===== src/rtl/alu_seq_unit_if.sv =====
// alu_seq_unit_if: bundles the operand-step, request/handshake and result
// signals of alu_seq_unit.
//   master : drives evt, dir, op, start; observes busy, done, a, b, result, flags
//   slave  : the ALU side (inverse directions)
// Parameter WIDTH matches the ALU operand width; result is 2*WIDTH bits.
interface alu_seq_unit_if #(
  parameter int unsigned WIDTH = 4
);
  logic [1:0]         evt;
  logic [1:0]         dir;
  logic [2:0]         op;
  logic               start;
  logic               busy;
  logic               done;
  logic [WIDTH-1:0]   a;
  logic [WIDTH-1:0]   b;
  logic [2*WIDTH-1:0] result;
  logic               co;
  logic               ovf;
  logic               zero;

  modport master (
    output evt, dir, op, start,
    input  busy, done, a, b, result, co, ovf, zero
  );

  modport slave (
    input  evt, dir, op, start,
    output busy, done, a, b, result, co, ovf, zero
  );
endinterface


===== src/rtl/alu_seq_unit.sv =====
// alu_seq_unit: clocked ALU with two event-stepped operand registers,
// single-cycle ADD/SUB/AND/OR/XOR/SLT and a multi-cycle shift-add multiply.
// Ports:
//   clk    : system clock
//   rst_n  : synchronous active-low reset
//   bus    : alu_seq_unit_if.slave (evt/dir operand steps, op/start request,
//            busy/done handshake, a/b operands, result/co/ovf/zero)
// Build option: define ALU_MUL_EN to compile in the multiplier (opcode 110).
// Without it opcode 110 behaves as reserved and busy is tied low.
module alu_seq_unit #(
  parameter int unsigned WIDTH = 4
) (
  input logic          clk,
  input logic          rst_n,
  alu_seq_unit_if.slave bus
);
  localparam int unsigned RW = 2 * WIDTH;
  localparam int unsigned CW = $clog2(WIDTH);

  typedef enum logic [2:0] {
    OP_ADD, OP_SUB, OP_AND, OP_OR, OP_XOR, OP_SLT, OP_MUL, OP_RSV
  } op_t;

  typedef enum logic {IDLE, MUL} state_t;

  state_t           state, state_next;
  logic [WIDTH-1:0] a_q, b_q;
  logic [RW-1:0]    result_q;
  logic             co_q, ovf_q, zero_q, done_q;

  logic             accept;
  logic             mul_start;
  logic             mul_last;
  logic [RW-1:0]    mul_res;

  logic [WIDTH:0]   sum, diff;
  logic [RW-1:0]    alu_res;
  logic             alu_co, alu_ovf;

  assign accept = (state == IDLE) && bus.start;

`ifdef ALU_MUL_EN
  logic [RW-1:0]    mcand, acc;
  logic [WIDTH-1:0] mplier;
  logic [CW-1:0]    cnt;

  assign mul_start = accept && (op_t'(bus.op) == OP_MUL);
  assign mul_last  = (state == MUL) && (cnt == CW'(WIDTH - 1));
  // Sum including the current iteration, so the final edge can write it directly.
  assign mul_res   = mplier[0] ? acc + mcand : acc;

  always_ff @(posedge clk) begin
    if (!rst_n) begin
      mcand  <= '0;
      mplier <= '0;
      acc    <= '0;
      cnt    <= '0;
    end else if (mul_start) begin
      mcand  <= {{WIDTH{1'b0}}, a_q};
      mplier <= b_q;
      acc    <= '0;
      cnt    <= '0;
    end else if (state == MUL) begin
      acc    <= mul_res;
      mcand  <= mcand << 1;
      mplier <= mplier >> 1;
      cnt    <= cnt + 1'b1;
    end
  end
`else
  assign mul_start = 1'b0;
  assign mul_last  = 1'b0;
  assign mul_res   = '0;
`endif

  // State register
  always_ff @(posedge clk) begin
    if (!rst_n) state <= IDLE;
    else        state <= state_next;
  end

  // Next-state logic
  always_comb begin
    state_next = state;
    case (state)
      IDLE:    if (mul_start) state_next = MUL;
      MUL:     if (mul_last)  state_next = IDLE;
      default: state_next = IDLE;
    endcase
  end

  // Output / datapath combinational logic
  always_comb begin
    sum     = {1'b0, a_q} + {1'b0, b_q};
    diff    = {1'b0, a_q} - {1'b0, b_q};
    alu_res = '0;
    alu_co  = 1'b0;
    alu_ovf = 1'b0;
    case (op_t'(bus.op))
      OP_ADD: begin
        alu_res = {{WIDTH{1'b0}}, sum[WIDTH-1:0]};
        alu_co  = sum[WIDTH];
        alu_ovf = (a_q[WIDTH-1] == b_q[WIDTH-1]) && (sum[WIDTH-1] != a_q[WIDTH-1]);
      end
      OP_SUB: begin
        alu_res = {{WIDTH{1'b0}}, diff[WIDTH-1:0]};
        alu_co  = diff[WIDTH];
        alu_ovf = (a_q[WIDTH-1] != b_q[WIDTH-1]) && (diff[WIDTH-1] != a_q[WIDTH-1]);
      end
      OP_AND:  alu_res = {{WIDTH{1'b0}}, a_q & b_q};
      OP_OR:   alu_res = {{WIDTH{1'b0}}, a_q | b_q};
      OP_XOR:  alu_res = {{WIDTH{1'b0}}, a_q ^ b_q};
      OP_SLT:  alu_res = {{(RW-1){1'b0}}, ($signed(a_q) < $signed(b_q))};
      default: alu_res = '0;
    endcase
`ifdef ALU_MUL_EN
    bus.busy = (state == MUL);
`else
    bus.busy = 1'b0;
`endif
  end

  always_ff @(posedge clk) begin
    if (!rst_n) begin
      a_q      <= '0;
      b_q      <= '0;
      result_q <= '0;
      co_q     <= 1'b0;
      ovf_q    <= 1'b0;
      zero_q   <= 1'b0;
      done_q   <= 1'b0;
    end else begin
      if (bus.evt[0]) a_q <= bus.dir[0] ? a_q - 1'b1 : a_q + 1'b1;
      if (bus.evt[1]) b_q <= bus.dir[1] ? b_q - 1'b1 : b_q + 1'b1;
      done_q <= 1'b0;
      if (accept && !mul_start) begin
        result_q <= alu_res;
        co_q     <= alu_co;
        ovf_q    <= alu_ovf;
        zero_q   <= (alu_res == '0);
        done_q   <= 1'b1;
      end else if (mul_last) begin
        result_q <= mul_res;
        co_q     <= |mul_res[RW-1:WIDTH];
        ovf_q    <= 1'b0;
        zero_q   <= (mul_res == '0);
        done_q   <= 1'b1;
      end
    end
  end

  assign bus.a      = a_q;
  assign bus.b      = b_q;
  assign bus.result = result_q;
  assign bus.co     = co_q;
  assign bus.ovf    = ovf_q;
  assign bus.zero   = zero_q;
  assign bus.done   = done_q;
endmodule


===== src/flat_wrapper.sv =====
// flat-port wrapper written by rule: the top's interface ports become plain ports
module alu_seq_unit_flat 
#(
  parameter int unsigned WIDTH = 4
)
  (clk, rst_n, bus_evt, bus_dir, bus_op, bus_start, bus_busy, bus_done, bus_a, bus_b, bus_result, bus_co, bus_ovf, bus_zero);
  alu_seq_unit_if #(.WIDTH(WIDTH)) bus_i ();
  input logic clk;
  input logic rst_n;
  input wire logic [$bits(bus_i.evt)-1:0] bus_evt;
  input wire logic [$bits(bus_i.dir)-1:0] bus_dir;
  input wire logic [$bits(bus_i.op)-1:0] bus_op;
  input wire logic [$bits(bus_i.start)-1:0] bus_start;
  output wire logic [$bits(bus_i.busy)-1:0] bus_busy;
  output wire logic [$bits(bus_i.done)-1:0] bus_done;
  output wire logic [$bits(bus_i.a)-1:0] bus_a;
  output wire logic [$bits(bus_i.b)-1:0] bus_b;
  output wire logic [$bits(bus_i.result)-1:0] bus_result;
  output wire logic [$bits(bus_i.co)-1:0] bus_co;
  output wire logic [$bits(bus_i.ovf)-1:0] bus_ovf;
  output wire logic [$bits(bus_i.zero)-1:0] bus_zero;
  assign bus_i.evt = bus_evt;
  assign bus_i.dir = bus_dir;
  assign bus_i.op = bus_op;
  assign bus_i.start = bus_start;
  assign bus_busy = bus_i.busy;
  assign bus_done = bus_i.done;
  assign bus_a = bus_i.a;
  assign bus_b = bus_i.b;
  assign bus_result = bus_i.result;
  assign bus_co = bus_i.co;
  assign bus_ovf = bus_i.ovf;
  assign bus_zero = bus_i.zero;
  alu_seq_unit #(.WIDTH(WIDTH)) u_core (.clk(clk), .rst_n(rst_n), .bus(bus_i));
endmodule

===== config.mk =====
export PLATFORM = sky130hd
export DESIGN_NAME = alu_seq_unit_flat
export DESIGN_NICKNAME = d
export VERILOG_FILES = /design/src/rtl/alu_seq_unit_if.sv /design/src/rtl/alu_seq_unit.sv /design/src/flat_wrapper.sv
export SDC_FILE = /design/constraint.sdc
export NUM_CORES = 1
export LEC_CHECK = 0
export CAP_MARGIN = 20
export CORE_MARGIN = 8
export CORE_UTILIZATION = 50
export CTS_BUF_LIST = sky130_fd_sc_hd__clkbuf_4
export DETAILED_ROUTE_END_ITERATION = 7
export GPL_TIMING_DRIVEN = 0
export PLACE_DENSITY = 0.87
export SYNTH_ARGS = -nofsm -noshare
export SYNTH_HDL_FRONTEND = slang
export SYNTH_SLANG_ARGS = --single-unit

===== constraint.sdc =====
create_clock -name clk -period 3.05 [get_ports clk]
set_input_delay 0.305 -clock clk [delete_from_list [all_inputs] [get_ports clk]]
set_output_delay 0.305 -clock clk [all_outputs]
set_load 0.005 [all_outputs]

==> results of run 1 <==
-- cells by family (layout without fill, tap and decap cells) --
family | Yosys count | in the layout | synth area share
buffers and inverters | 29 | 58 | 0.104
multiplexers | 5 | 5 | 0.0373
AND/OR/NAND/NOR | 48 | 48 | 0.170
flip-flops | 16 | 16 | 0.233
AO/OA/AOI/OAI | 40 | 40 | 0.212
adder cells (fa/ha/maj) | 20 | 20 | 0.204
XOR/XNOR | 6 | 6 | 0.0382
other | 1 | 5 | 0.00272
-- cells in the final DEF, fill, tap and decap left out, drive strengths merged, types with 2 or more instances in the layout --
cell type,count
clkdlybuf4s50,25
o31ai,2
and2,3
inv,17
a31oi,2
nor2b,5
a211oi,6
buf,10
fa,4
clkbuf,5
mux2i,4
a21o,2
o21ai,7
a32o,2
nor2,21
nand2,9
or3,2
a221o,2
dfxtp,16
conb,5
ha,16
xnor2,6
a21oi,9
nand3,2
-- state kept, by name (all words and copies together), names as in the netlist --
name               cells
u_core.bus.a           4
u_core.bus.b           4
u_core.bus.co          1
u_core.bus.done        1
u_core.bus.ovf         1
u_core.bus.result      4
u_core.bus.zero        1
-- through the flow --
stage,cell area [sq um],std cells,worst slack [ps],power (mW)
floorplan,1390,169,976,0.472
global placement,1680,225,659,0.570
detailed placement,1680,225,584,0.584
CTS,1710,229,555,0.707
global route,1710,229,406,0.758
finish,1710,229,559,0.701
-- area by class of cell --
cell class | count | area, sq um
Buffer | 12 | 78.8
Clock buffer | 3 | 22.5
Clock inverter | 1 | 3.75
Fill cell | 244 | 980
Inverter | 17 | 63.8
Multi-Input combinational cell | 124 | 928
Sequential cell | 16 | 320
Tap cell | 31 | 38.8
Timing Repair Buffer | 25 | 250
-- power groups by stage --
stage	sequential, mW	clock (mW)	combinational (mW)
after floorplan	0.260	0	0.211
after global placement	0.261	0	0.308
after detailed placement	0.264	0	0.321
after CTS	0.259	0.124	0.324
after global routing	0.263	0.134	0.362
final	0.259	0.120	0.322
-- tightest hold or removal path: stages (launching register included) --
cell and delay, ps:
dfxtp_1 320, nor2_1 80, a211oi_1 50
-- worst max path at each step --
| stage | to | slack [ps] | cells past startpoint |
|---|---|---|---|
| floorplan | u_core.bus.zero | 980 | 8 |
| global placement | u_core.bus.zero | 660 | 8 |
| detailed placement | u_core.bus.zero | 580 | 8 |
| CTS | u_core.bus.zero | 550 | 8 |
| global route | u_core.bus.zero | 410 | 8 |
| finish | u_core.bus.zero | 560 | 8 |
-- per-layer routing --
metal	wire [um]	up-vias	track usage
met5	0	-	0
met4	92	0	0.0512
met3	288	12	0.0426
met2	1560	49	0.259
met1	1240	582	0.158
li1	-	623	-
==> impl_metrics.env, run 1 <==
export IMPL_status="finished, final reports clean"
export IMPL_area_growth_pct=24.0
export IMPL_worstPathCellList="ha_1 > inv_1 > fa_1 > or2_0 > a32o_1 > o31ai_1 > and2_1 > a41o_1"
export IMPL_cts_max_path_buffers=2
export IMPL_drive_above_1_share=0.0859
export IMPL_die_h_um=68.5
export IMPL_r2r_cells=8
export IMPL_p_leak_nw=0.748
export IMPL_rrSetupSlack_ps=560
export IMPL_slowest_stage="dfxtp_1"
export IMPL_grtUsageTotal=0.145
export IMPL_fp_dieW_um=68.5
export IMPL_antennaDiodeCount=0
export IMPL_clk_latency_ps=290
export IMPL_hpwl_um=2620
export IMPL_tns_ps=0
export IMPL_internal_power_uw=443
export IMPL_wire_per_inst_um=13.9
export IMPL_fmax_ghz=0.401
export IMPL_netlist_top_cell_by_area="dfxtp_1"
export IMPL_cts_inserted_buffers=3
export IMPL_hold_depth=2
export IMPL_htreeDepth=1
export IMPL_nets=229
export IMPL_grt_max_degree=11
export IMPL_hold_start="u_core.bus.result[2]"
export IMPL_endpoint_kind="register"
export IMPL_yosys_register_bits=16
export IMPL_hp_class="reg2reg"
export IMPL_die_area_sq_um=4690
export IMPL_netlist_area_leader_share=0.233
export IMPL_crit_family="compound AO/OA/AOI/OAI gates"
export IMPL_root_buffer="clkbuf_4"
export IMPL_place_congestion=0.850
export IMPL_drtPass1Iterations=4
export IMPL_synthTopCellsByCount="nor2_1, inv_1, dfxtp_1, ha_1"
export IMPL_routed_wl_um=3190
export IMPL_power_density_nw_per_um2=411
export IMPL_critPathLaunchType="register"
export IMPL_crit_type="reg2reg"
export IMPL_yosysMostFrequentCell="nor2_1"
export IMPL_crit_arrival_ps=2740
export IMPL_rsz0062_at_grt="false"
export IMPL_critPathRequiredTime_ps=3300
export IMPL_holdPathEnd="u_core.bus.result[2]"
export IMPL_synth_area_sq_um=1380
export IMPL_seq_area_frac_synth=0.233
export IMPL_maxSlewViolCount=0
export IMPL_synthesis_instances=165
export IMPL_hold_viol_final=0
export IMPL_io_buffers=25
export IMPL_post_cts_buffers=0
export IMPL_maxCapViolCount=0
export IMPL_cts_tree="done"
export IMPL_cp_buffers_inverters=1
export IMPL_start_util=0.512
export IMPL_synth_edff_count=0
export IMPL_yosys_warnings=0
export IMPL_drt_iter0_drc=85
export IMPL_reg2reg_to="u_core.bus.zero"
export IMPL_grt_pass1_vias=1235
export IMPL_synthArstFlopShare=0
export IMPL_vias=1266
export IMPL_whs_ps=496
export IMPL_ys_types=43
export IMPL_p_comb_frac=0.460
export IMPL_period_share=0.817
export IMPL_seqPwrFrac=0.369
export IMPL_avgSynthCellArea_sq_um=8.34
export IMPL_ant_nets=0
export IMPL_clock_skew_ps=5.36
export IMPL_antenna_found_initial=0
export IMPL_rows=19
export IMPL_grt_pass1_wl_um=5290
export IMPL_critPathMaxStageDelay_ps=460
export IMPL_cts_hold_buf=0
export IMPL_period_needed_ps=2490
export IMPL_synth_area_top_cells="dfxtp_1, ha_1, fa_1"
export IMPL_clkPwrFrac=0.171
export IMPL_clk_pin_slew_worst_paths_ps=100
export IMPL_grt_ovfl_total=0
export IMPL_clock_sinks=16
export IMPL_core_sq_um=2690
export IMPL_final_core_util=0.635
export IMPL_crit_fanout=6
export IMPL_sw_frac_of_total=0.367
export IMPL_via_per_inst=5.53
export IMPL_ys_flop_type="dfxtp_1"
export IMPL_setup_violations=0
export IMPL_cts_resized=0
export IMPL_num_io_pins=31
export IMPL_r2r_start="u_core.bus.b[0]"
export IMPL_drc_errors=0
export IMPL_ir_drop_mv=0.377
export IMPL_p_sw_uw=258
export IMPL_startpoint="u_core.bus.b[0]"
Power figures use the tool's default switching activity.
==> run 2, diff against run 1 <==
- clock period: 3.05 -> 2.58 ns (I/O delays scaled with it)
==> impl_metrics.env, run 2 (synthesized netlist as in run 1, its figures left out) <==
export IMPL_endpoint_kind="register"
export IMPL_grt_pass1_wl_um=5290
export IMPL_top_usage_layer="met2"
export IMPL_period_needed_ps=2350
export IMPL_r2r_cells=8
export IMPL_cts_inserted_buffers=3
export IMPL_via_per_inst=5.56
export IMPL_rsz0062_at_grt="false"
export IMPL_antennaDiodeCount=0
export IMPL_hold_viol_final=0
export IMPL_ir_drop_mv=0.446
export IMPL_antenna_found_initial=0
export IMPL_maxCapViolCount=0
export IMPL_grt_use_met3=0.0426
export IMPL_fill_cells=244
export IMPL_grt_max_degree=11
export IMPL_critPathRequiredTime_ps=2830
export IMPL_drtPass1Iterations=5
export IMPL_nets=229
export IMPL_die_h_um=68.5
export IMPL_crit_type="reg2reg"
export IMPL_vias=1274
export IMPL_drc_errors=0
export IMPL_use_met1=0.158
export IMPL_root_buffer="clkbuf_4"
export IMPL_area_growth_pct=24.4
export IMPL_cts_tree="done"
export IMPL_drive_above_1_share=0.0909
export IMPL_final_core_util=0.637
export IMPL_ant_nets=0
export IMPL_num_io_pins=31
export IMPL_grt_pass1_vias=1235
export IMPL_post_cts_buffers=0
export IMPL_fmax_ghz=0.425
export IMPL_wire_per_inst_um=13.9
export IMPL_rows=19
export IMPL_grt_use_met2=0.259
export IMPL_clock_skew_ps=5.48
export IMPL_reg2reg_to="u_core.bus.zero"
export IMPL_grt_ovfl_total=0
export IMPL_critPathLaunchType="register"
export IMPL_tns_ps=0
export IMPL_power_density_nw_per_um2=485
export IMPL_clock_sinks=16
export IMPL_clk_pin_slew_worst_paths_ps=100
export IMPL_crit_fanout=6
export IMPL_routed_wl_um=3190
export IMPL_setup_violations=0
export IMPL_maxSlewViolCount=0
export IMPL_io_buffers=25
export IMPL_clk_latency_ps=290
export IMPL_place_congestion=0.850
export IMPL_status="finished, final reports clean"
export IMPL_hpwl_um=2620
export IMPL_final_common_cell="clkdlybuf4s50_1"
export IMPL_r2r_start="u_core.bus.b[0]"
export IMPL_rrSetupSlack_ps=230
export IMPL_period_share=0.912
export IMPL_relSlewSlack=0.668
export IMPL_crit_end="u_core.bus.zero"
export IMPL_final_cell_mix="clkdlybuf4s50_1, nor2_1, inv_1"
export IMPL_grtUsageTotal=0.145
export IMPL_p_leak_nw=0.748
export IMPL_crit_arrival_ps=2600
export IMPL_htreeDepth=1
export IMPL_hp_class="reg2reg"
export IMPL_die_area_sq_um=4690
export IMPL_startpoint="u_core.bus.b[0]"
export IMPL_cts_max_path_buffers=2
export IMPL_fp_dieW_um=68.5
export IMPL_start_util=0.512
export IMPL_worstMarginPinSlew_ps=486
export IMPL_core_sq_um=2690
export IMPL_drt_iter0_drc=63
-- run 2: critical path: stages, from the launching register on --
cell,delay (ps)
dfxtp_1,460
ha_1,260
inv_1,70
fa_1,410
or2_0,220
a32o_1,270
o31ai_2,290
and2_1,180
a41o_1,150
-- run 2: metrics by stage --
stage	hold WS [ps]	setup WS (ps)	cells	power [mW]	area (sq um)
floorplan	353	506	169	0.557	1390
global placement	479	189	225	0.674	1680
detailed placement	484	114	225	0.691	1680
CTS	498	84.7	229	0.836	1710
global route	546	30.7	229	0.898	1710
finish	496	228	229	0.831	1710
-- run 2: cell type report --
class                      instances  area, sq um  share of cell area
multi-input combinational        124          933               0.545
sequential                        16          320               0.187
timing repair buffer              25          250               0.146
buffer                            12         78.8              0.0461
inverter                          17         63.8              0.0373
tap                               31         38.8              0.0227
clock buffer                       3         22.5              0.0132
clock inverter                     1         3.75             0.00219
-- run 2: per-layer routing --
metal  wire length [um]  up-vias
met4                 95        0
met1               1260      583
li1                   -      626
met2               1560       53
met3                276       12
met5                  0        -
-- run 2: timing repair --
action                                  CTS  global route
hold buffers                              0             0
resized for setup                         0             1
endpoints found under the hold margin     0             0
endpoints found under the setup margin    0             1
-- run 2: worst min path at each step --
stage / from / to / slack [ps] / cells past startpoint
floorplan: bus_evt[0] / u_core.bus.a[1] / 350 / 1
global placement: u_core.bus.result[2] / u_core.bus.result[2] / 480 / 2
detailed placement: u_core.bus.result[2] / u_core.bus.result[2] / 480 / 2
CTS: u_core.bus.result[2] / u_core.bus.result[2] / 500 / 2
global route: u_core.bus.b[3] / u_core.bus.b[3] / 550 / 2
finish: u_core.bus.result[2] / u_core.bus.result[2] / 500 / 2
-- run 2: power by group --
group          leakage, nW  switching [mW]  internal [mW]
Clock               0.0154          0.0858         0.0563
Combinational        0.601           0.188          0.195
Sequential           0.132          0.0316          0.274
==> run 3, diff against run 2 <==
- SETUP_SLACK_MARGIN: not set -> 0.5
==> impl_metrics.env, run 3 (synthesized netlist as in run 1, its figures left out) <==
export IMPL_critPathMaxStageDelay_ps=400
export IMPL_antenna_found_initial=0
export IMPL_crit_arrival_ps=2310
export IMPL_crit_end="u_core.bus.zero"
export IMPL_setup_violations=0
export IMPL_seqCellArea_sq_um=345
export IMPL_clk_pin_slew_worst_paths_ps=110
export IMPL_start_util=0.512
export IMPL_worstPathCellList="inv_1 > ha_1 > or3_4 > a31oi_4 > a311oi_1 > o21a_1 > a41o_1"
export IMPL_antennaDiodeCount=0
export IMPL_fin_total_pwr_uw=905
export IMPL_crit_type="reg2reg"
export IMPL_critPathLaunchType="register"
export IMPL_cts_tree="done"
export IMPL_period_needed_ps=2110
export IMPL_maxSlewViolCount=0
export IMPL_crit_fanout=6
export IMPL_cp_buffers_inverters=1
export IMPL_p_comb_frac=0.497
export IMPL_clock_skew_ps=7.06
export IMPL_ant_nets=0
export IMPL_startpoint="u_core.bus.a[1]"
export IMPL_hold_viol_final=0
export IMPL_num_io_pins=31
export IMPL_power_density_nw_per_um2=486
export IMPL_drive_above_1_share=0.232
export IMPL_fill_cells=228
export IMPL_reg2reg_to="u_core.bus.zero"
export IMPL_grt_pass1_wl_um=5730
export IMPL_die_area_sq_um=4690
export IMPL_htreeDepth=1
export IMPL_routed_wl_um=3690
export IMPL_slowest_stage="or3_4"
export IMPL_tns_ps=0
export IMPL_hp_class="reg2reg"
export IMPL_drtPass1Iterations=4
export IMPL_core_sq_um=2690
export IMPL_ir_drop_mv=0.457
export IMPL_internal_power_uw=560
export IMPL_placed_cell_area_sq_um=1680
export IMPL_multi_input_area_sq_um=1020
export IMPL_p_sw_uw=345
export IMPL_die_h_um=68.5
export IMPL_crit_family="compound AO/OA/AOI/OAI gates"
export IMPL_seqPwrFrac=0.343
export IMPL_drt_iter0_drc=69
export IMPL_rrSetupSlack_ps=470
export IMPL_via_per_inst=5.58
export IMPL_clkPwrFrac=0.160
export IMPL_root_buffer="clkbuf_4"
export IMPL_rows=19
export IMPL_fp_dieW_um=68.5
export IMPL_area_growth_pct=35.3
export IMPL_final_cell_mix="clkdlybuf4s50_1, nor2_1, inv_1"
export IMPL_period_share=0.818
export IMPL_maxCapViolCount=0
export IMPL_r2r_cells=7
export IMPL_sw_frac_of_total=0.381
export IMPL_p_leak_nw=0.788
export IMPL_io_buffers=25
export IMPL_whs_ps=497
export IMPL_critPathRequiredTime_ps=2780
export IMPL_cts_hold_buf=0
export IMPL_grt_ovfl_total=0
export IMPL_clk_latency_ps=300
export IMPL_status="finished, final reports clean"
export IMPL_grt_max_degree=11
export IMPL_wire_per_inst_um=15.8
export IMPL_endpoint_kind="register"
export IMPL_drc_errors=0
export IMPL_cp_depth=7
export IMPL_place_congestion=0.850
export IMPL_rsz0062_at_grt="true"
export IMPL_nets=234
export IMPL_cts_max_path_buffers=2
export IMPL_fmax_ghz=0.474
export IMPL_clock_sinks=16
export IMPL_cts_inserted_buffers=3
export IMPL_hpwl_um=2620
export IMPL_r2r_start="u_core.bus.a[1]"
export IMPL_grtUsageTotal=0.158
export IMPL_design_area_sq_um=1860
export IMPL_final_common_cell="clkdlybuf4s50_1"
export IMPL_grt_pass1_vias=1322
export IMPL_vias=1305
## run 3: final cells by class
type	instances	area share
sequential	16	0.185
inverter	17	0.0363
timing repair buffer	30	0.155
clock inverter	1	0.00202
multi-input combinational	124	0.546
clock buffer	3	0.0121
tap	31	0.0208
buffer	12	0.0423
## run 3: worst min path at each step
stage / slack [ps] / endpoint / from / depth (start not counted)
4_1_cts: 500 / u_core.bus.result[2] / u_core.bus.result[2] / 2
5_1_grt: 540 / u_core.bus.b[3] / u_core.bus.b[3] / 2
3_5_place_dp: 480 / u_core.bus.result[2] / u_core.bus.result[2] / 2
2_1_floorplan: 350 / u_core.bus.a[1] / bus_evt[0] / 1
6_report: 500 / u_core.bus.result[2] / u_core.bus.result[2] / 2
3_3_place_gp: 480 / u_core.bus.result[2] / u_core.bus.result[2] / 2
## run 3: what timing repair did
action	4_1_cts	5_1_grt
buffers inserted	5	0
gates cloned	0	0
pin swaps	1	4
gates resized for setup	23	14
setup endpoints to repair	4	4
## run 3: stage by stage
| stage | util | worst slack (ps) | instances |
|---|---|---|---|
| after global placement | 0.626 | 189 | 225 |
| final | 0.693 | 471 | 234 |
| after detailed placement | 0.626 | 114 | 225 |
| after global routing | 0.693 | 393 | 234 |
| after floorplan | - | 506 | 169 |
| after CTS | 0.676 | 500 | 234 |
## run 3: worst min-delay path, stage by stage (launching register included)
cell and delay [ps]:
dfxtp_1 320, nor2_1 80, a211oi_1 50
## run 3: per-layer routing
layer,vias to the layer above,track usage,share of wire
met5,-,0,0
met4,0,0.0512,0.027
met3,12,0.0409,0.068
met2,47,0.297,0.51
met1,608,0.163,0.40
li1,638,-,-
## run 3: power by group through the flow
stage / sequential (mW) / clock (mW) / combinational [mW]
after global routing: 0.315 / 0.158 / 0.494
after CTS: 0.308 / 0.147 / 0.414
after floorplan: 0.307 / 0 / 0.250
final: 0.310 / 0.145 / 0.450
after global placement: 0.309 / 0 / 0.365
after detailed placement: 0.312 / 0 / 0.379
